### src/rtl/spi_ram_burst.sv
// spi_ram_burst: command-driven RAM with independent write and read pointers,
// as found behind an SPI slave front end. Each valid command word carries a
// 2-bit opcode and an ADDR_W-bit payload:
//   00 - load wr_addr (range checked)     01 - write payload to MEM[wr_addr]
//   10 - load rd_addr (range checked)     11 - read MEM[rd_addr] onto dout
// With AUTO_INC=1 the pointers advance after each access, wrapping at
// MEM_DEPTH-1, which allows bursts without reloading the address.
//
// Ports:
//   clk       - single clock, rising edge
//   rst_n     - synchronous active-low reset (memory contents are kept)
//   rx_valid  - din holds a command this cycle
//   din       - {opcode[1:0], payload[ADDR_W-1:0]}
//   dout      - read data, held until the next read or reset
//   tx_valid  - one-cycle pulse: dout was just loaded by a read
//   addr_err  - one-cycle pulse: an address load was rejected as out of range
module spi_ram_burst #(
    parameter int ADDR_W    = 8,
    parameter int DATA_W    = 8,
    parameter int MEM_DEPTH = 256,
    parameter int AUTO_INC  = 1
) (
    input  logic              clk,
    input  logic              rst_n,
    input  logic              rx_valid,
    input  logic [ADDR_W+1:0] din,
    output logic [DATA_W-1:0] dout,
    output logic              tx_valid,
    output logic              addr_err
);

    typedef enum logic [1:0] {
        OP_WADDR = 2'b00,
        OP_WRITE = 2'b01,
        OP_RADDR = 2'b10,
        OP_READ  = 2'b11
    } op_t;

    // Pointers never exceed MEM_DEPTH-1, so only the low IDX_W bits index the array.
    localparam int IDX_W = (MEM_DEPTH > 1) ? $clog2(MEM_DEPTH) : 1;
    // One extra bit so MEM_DEPTH = 2**ADDR_W is representable; the range
    // check then never fails and wrap happens naturally at all-ones.
    localparam logic [ADDR_W:0]   DEPTH_L = (ADDR_W + 1)'(MEM_DEPTH);
    localparam logic [ADDR_W-1:0] LAST    = ADDR_W'(MEM_DEPTH - 1);

    logic [DATA_W-1:0] mem [MEM_DEPTH];
    logic [ADDR_W-1:0] wr_addr;
    logic [ADDR_W-1:0] rd_addr;

    op_t               op;
    logic [ADDR_W-1:0] payload;
    logic              in_range;
    logic              do_write;

    assign op       = op_t'(din[ADDR_W+1:ADDR_W]);
    assign payload  = din[ADDR_W-1:0];
    assign in_range = {1'b0, payload} < DEPTH_L;
    assign do_write = rst_n && rx_valid && (op == OP_WRITE);

    function automatic logic [ADDR_W-1:0] bump(input logic [ADDR_W-1:0] p);
        return (p == LAST) ? '0 : p + 1'b1;
    endfunction

    // NOTE: the storage array has no reset branch; clearing it would turn the
    // RAM into a flop array and its contents are not defined after reset anyway.
    always_ff @(posedge clk) begin
        if (do_write) begin
            mem[wr_addr[IDX_W-1:0]] <= payload[DATA_W-1:0];
        end
    end

    // NOTE: all state here uses non-blocking assignments so every register
    // sees pre-edge values; a write committed on one edge is visible to a
    // read issued on the next edge without any bypass path.
    always_ff @(posedge clk) begin
        if (!rst_n) begin
            wr_addr  <= '0;
            rd_addr  <= '0;
            dout     <= '0;
            tx_valid <= 1'b0;
            addr_err <= 1'b0;
        end else begin
            tx_valid <= 1'b0;
            addr_err <= 1'b0;
            if (rx_valid) begin
                case (op)
                    OP_WADDR: begin
                        if (in_range) wr_addr  <= payload;
                        else          addr_err <= 1'b1;
                    end
                    OP_WRITE: begin
                        if (AUTO_INC != 0) wr_addr <= bump(wr_addr);
                    end
                    OP_RADDR: begin
                        if (in_range) rd_addr  <= payload;
                        else          addr_err <= 1'b1;
                    end
                    OP_READ: begin
                        dout     <= mem[rd_addr[IDX_W-1:0]];
                        tx_valid <= 1'b1;
                        if (AUTO_INC != 0) rd_addr <= bump(rd_addr);
                    end
                    default: ;
                endcase
            end
        end
    end

endmodule
### config.mk
export PLATFORM = sky130hd
export DESIGN_NAME = spi_ram_burst
export DESIGN_NICKNAME = d
export VERILOG_FILES = /design/src/rtl/spi_ram_burst.sv
export SDC_FILE = /design/constraint.sdc
export NUM_CORES = 2
export LEC_CHECK = 0
export BUFFER_PORTS_ARGS = -buffer_cell sky130_fd_sc_hd__buf_2
export CORE_ASPECT_RATIO = 0.6
export CORE_MARGIN = 1
export CORE_UTILIZATION = 55
export CTS_BUF_LIST = sky130_fd_sc_hd__clkbuf_16
export CTS_CLUSTER_DIAMETER = 100
export DETAILED_ROUTE_END_ITERATION = 10
export PLACE_DENSITY = 0.79
export SLEW_MARGIN = 5
export SYNTH_ARGS = -nofsm -noshare
export SYNTH_HDL_FRONTEND = slang
export SYNTH_SLANG_ARGS = --single-unit
### constraint.sdc
create_clock -name clk -period 3.24 [get_ports clk]
set_input_delay 0.648 -clock clk [delete_from_list [all_inputs] [get_ports clk]]
set_output_delay 0.648 -clock clk [all_outputs]
set_load 0.02 [all_outputs]
-- After elaboration in Yosys (flattened, before gate mapping)
Memory sizes are Yosys's and may differ from the RTL's. A register that Yosys moved wholly into a read port is not among the register bits.
Cells that the tools add are included.
- memory bits (writable): 2048
- memories: 1
- word-level logic and storage cells: 28
- input bits: 13
- output and inout port bits: 10
- bits in registers: 17
- add/subtract/negate cells: 2
- reductions and logical operators: 10
- multiplexer cells: 7
- eq/ne operators: 5
- memories (memory ; depth ; bits a word ; rd ports ; clocked after Yosys merged registers in ; wr ports ; RTL line ; RTL):
    mem ; 256 ; 8 ; 1 ; 1 ; 1 ; 46 ; logic [DATA_W-1:0] mem [MEM_DEPTH];
- operators by type and width (kind ; count):
    $pmux W8 S2 ; 2
    $add A8 B1 Y8 const B ; 2
    $eq A8 B8 Y1 const B ; 2
    $mux W8 ; 2
    $reduce_and A2 Y1 ; 4
    $eq A2 B2 Y1 const B ; 2
    $reduce_bool A2 Y1 ; 2
    $mux W1 ; 3
    $eq A2 B1 Y1 const B ; 1
    $logic_and A1 B1 Y1 ; 2
    $logic_not A2 Y1 ; 1
    $logic_not A1 Y1 ; 1

-- Depth between registers and ports, before layout
- depth in word-level cells: 4
- mapped depth: 12
- depth with buffers taken out: 7

-- Least setup slack after synthesis
No wires, ideal clock.
- path type: input to register
- start point: input port rx_valid
- end point: memory mem[115][0], enable pin
- stages on the path: 7
- data arrival time: 2511 ps
- path slack: 358 ps
- data required time: 2870 ps
- cells stage by stage: nor2b_1 -> and3_1 -> clkbuf_1 -> buf_1 -> nand3_1 -> clkbuf_1 -> nor2_1
- longest elaborated chain between the ends: 4
- RTL lines (item ; RTL line ; RTL):
    from (decl) ; 25 ; input logic rx_valid,
    $logic_and A1 B1 Y1 (2 in series) ; 58 ; assign do_write = rst_n && rx_valid && (op == OP_WRITE);
    $mux W1 ; 67 ; if (do_write) begin
    $mux W1 (not written as such) ; 68 ; mem[wr_addr[IDX_W-1:0]] <= payload[DATA_W-1:0];
    to (decl) ; 46 ;
Every way passes these cells.

==> flow_summary.json <==
{
  "yosysTopAreaCellShare": 0.759,
  "setup_tns_ps": -382,
  "criticalPathCategory": "reg -> reg",
  "drive_gt1_frac": 0.244,
  "grt_max_degree": 95,
  "ys_ff_latch": 2073,
  "postRouteWirelength_um": 211000,
  "fillers": 9463,
  "critPathArrivalTime_ps": 4120,
  "die_w_um": 498,
  "syn_area_mm2": 0.0810,
  "htreeDepth": 4,
  "cp-start-kind": "flip-flop",
  "syn_to_final_growth_pct": 13.5,
  "synthArstFlopShare": 0,
  "rsz0062_at_grt": "yes",
  "layout_common_cells": "edfxtp_1 (2048), buf_4 (458), mux2i_1 (366)",
  "outcome": "finished with violations",
  "skew_ps": 33.8,
  "drt-initial-drc-count": 7499,
  "vias_per_cell": 6.68,
  "hp-class": "in -> reg",
  "multiInputGateArea_mm2": 0.0176,
  "io_pins": 23,
  "drc": 0,
  "gp_congestion": 0.969,
  "yosysSeqAreaShare": 0.765,
  "initial_core_util": 0.557,
  "ctsHoldBuffers": 0,
  "fin_crit_sh": 1.04,
  "std_cell_rows": 108,
  "die_h_um": 299,
  "fmax_mhz": 296,
  "syn_area_per_cell_um2": 19.6,
  "yosysWarnings": 0,
  "path_clk_slew_ps": 70,
  "dr.pass1.iters": 9,
  "cp_max_fo": 23,
  "cts_tree": "done",
  "coreArea_mm2": 0.145,
  "synth_edf_count": 2048,
  "end_kind": "flip-flop",
  "grt_pass1_wl_um": 302000,
  "fin_ws_ps": -143,
  "powerDensity_mw_per_mm2": 572,
  "final_cells": 6642,
  "yosys.area.top_type": "edfxtp_1",
  "violations": "negative setup slack",
  "portBuffers": 21,
  "synth_cell_types": 58,
  "numPlacedInstances": 6317,
  "slew_headroom": 0.341,
  "wl_per_cell_um": 31.7,
  "grt_pass1_vias": 42678,
  "clock_latency_ps": 820,
  "cts.path.max_buffers": 3,
  "min_period_ps": 3380,
  "die_area_mm2": 0.149,
  "crit_required_ps": 3970,
  "final_common_cell": "edfxtp_1",
  "synth_ff_type": "edfxtp_1",
  "track_usage": 0.283,
  "ir_worst_vdd_mv": 0.467,
  "vias": 44379,
  "synth_fp_nets": 4156,
  "place_area_mm2": 0.0864,
  "antenna_found_initial": 4,
  "ant_nets": 0,
  "cts.sinks": 2073,
  "seq_area_mm2": 0.0620,
  "dpl.hpwl_um": 135000,
  "final_area_mm2": 0.0920,
  "syn_inst": 4138,
  "numCtsBuffers": 172,
  "grt_overflow_total": 0,
  "synthTopCellsByArea": "edfxtp_1 (76%), mux4_2 (9.7%), mux2i_1 (4.5%), nor2_1 (1.4%), o22ai_1 (0.73%)",
  "cts_root_buf": "clkbuf_16",
  "fin_nets": 4590,
  "maxCapViolations": 0,
  "setup_viol": 5,
  "final_hold_viol_count": 0,
  "slew_violations": 0,
  "p_leak_nw": 29.0,
  "worst_pin_slew_ps": 977
}
==> cell type report <==
| class | instances | area share |
|---|---|---|
| sequential | 2073 | 0.674 |
| antenna | 4 | 0.000109 |
| tap | 1925 | 0.0262 |
| clock inverter | 140 | 0.0114 |
| multi-input combinational | 1789 | 0.191 |
| clock buffer | 175 | 0.0476 |
| inverter | 14 | 0.000598 |
| timing repair buffer | 522 | 0.0487 |
==> what timing repair did <==
action / 4_1_cts / 5_1_grt
pin swaps: 0 / 1
endpoints found under the setup margin: 8 / 8
gates cloned: 0 / 0
gates resized for setup: 15 / 25
buffers inserted: 0 / 6
==> synthesized netlist by cell type, drive strengths merged, types with 14 or more instances <==
master,n
edfxtp,2048
mux2i,367
mux4,348
nor2,300
buf,154
nand2,132
clkbuf,108
o22ai,95
o21ai,79
a21oi,74
o221ai,58
a211oi,55
a221oi,47
a22oi,47
nand3,30
dfxtp,25
nor2b,17
nand4,16
nor3,16
a31oi,14
==> registers in the layout, summed over array words and instances, names as in the netlist <==
name      cells
mem        2048
dout          8
rd_addr       8
wr_addr       8
tx_valid      1
==> worst max-delay path: stages (launching register included) <==
cell and delay (ps):
dfxtp_4 400, buf_12 220, buf_12 250, buf_4 240, mux4_2 240, mux2i_1 90
buf_4 180, o21ai_0 760, o2111ai_1 200, or4_1 580, o211ai_1 110
==> metrics by stage <==
step / util / setup WS [ps] / hold slack [ps] / power (mW)
after floorplan: - / 358 / 487 / 31.6
after global placement: 0.594 / -965 / 477 / 32.7
after detailed placement: 0.594 / -710 / 475 / 32.8
after CTS: 0.632 / -116 / 173 / 52.8
after global routing: 0.633 / -45.7 / 215 / 53.9
final: 0.633 / -143 / 231 / 52.6
==> power breakdown <==
group | switching (mW) | total [mW] | internal, mW | leakage (nW)
logic | 1.79 | 2.82 | 1.02 | 7.63
registers | 0.0455 | 29.5 | 29.4 | 18.6
clock network | 9.53 | 20.3 | 10.8 | 2.80
==> metal layers <==
metal,part of all wire,track usage
met1,0.39,0.436
met2,0.41,0.376
met3,0.17,0.112
met4,0.024,0.0716
met5,0.00074,0.00720
==> kinds of logic after synthesis <==
kind of cell | Yosys count | synth area share
compound gates | 504 | 0.0425
buf+inv | 276 | 0.0195
xor+xnor | 1 | 0.000108
simple gates | 562 | 0.0298
fa+ha+maj | 5 | 0.000772
other cells | 1 | 0.0000463
flops | 2073 | 0.765
mux | 716 | 0.142
==> path summary, 6_finish.rpt <==
| check | from | to | slack (ps) | depth (start not counted) |
|---|---|---|---|---|
| max | rd_addr[0]$_SDFFE_PN0P_ | dout[6]$_SDFFE_PN0P_ | -140 | 10 |
| min | rst_n | rd_addr[7]$_SDFFE_PN0P_ | 230 | 2 |
| max reg2reg | rd_addr[0]$_SDFFE_PN0P_ | dout[6]$_SDFFE_PN0P_ | -140 | 10 |
| min reg2reg | dout[2]$_SDFFE_PN0P_ | dout[2]$_SDFFE_PN0P_ | 490 | 2 |
(Power assumes the default switching activity.)
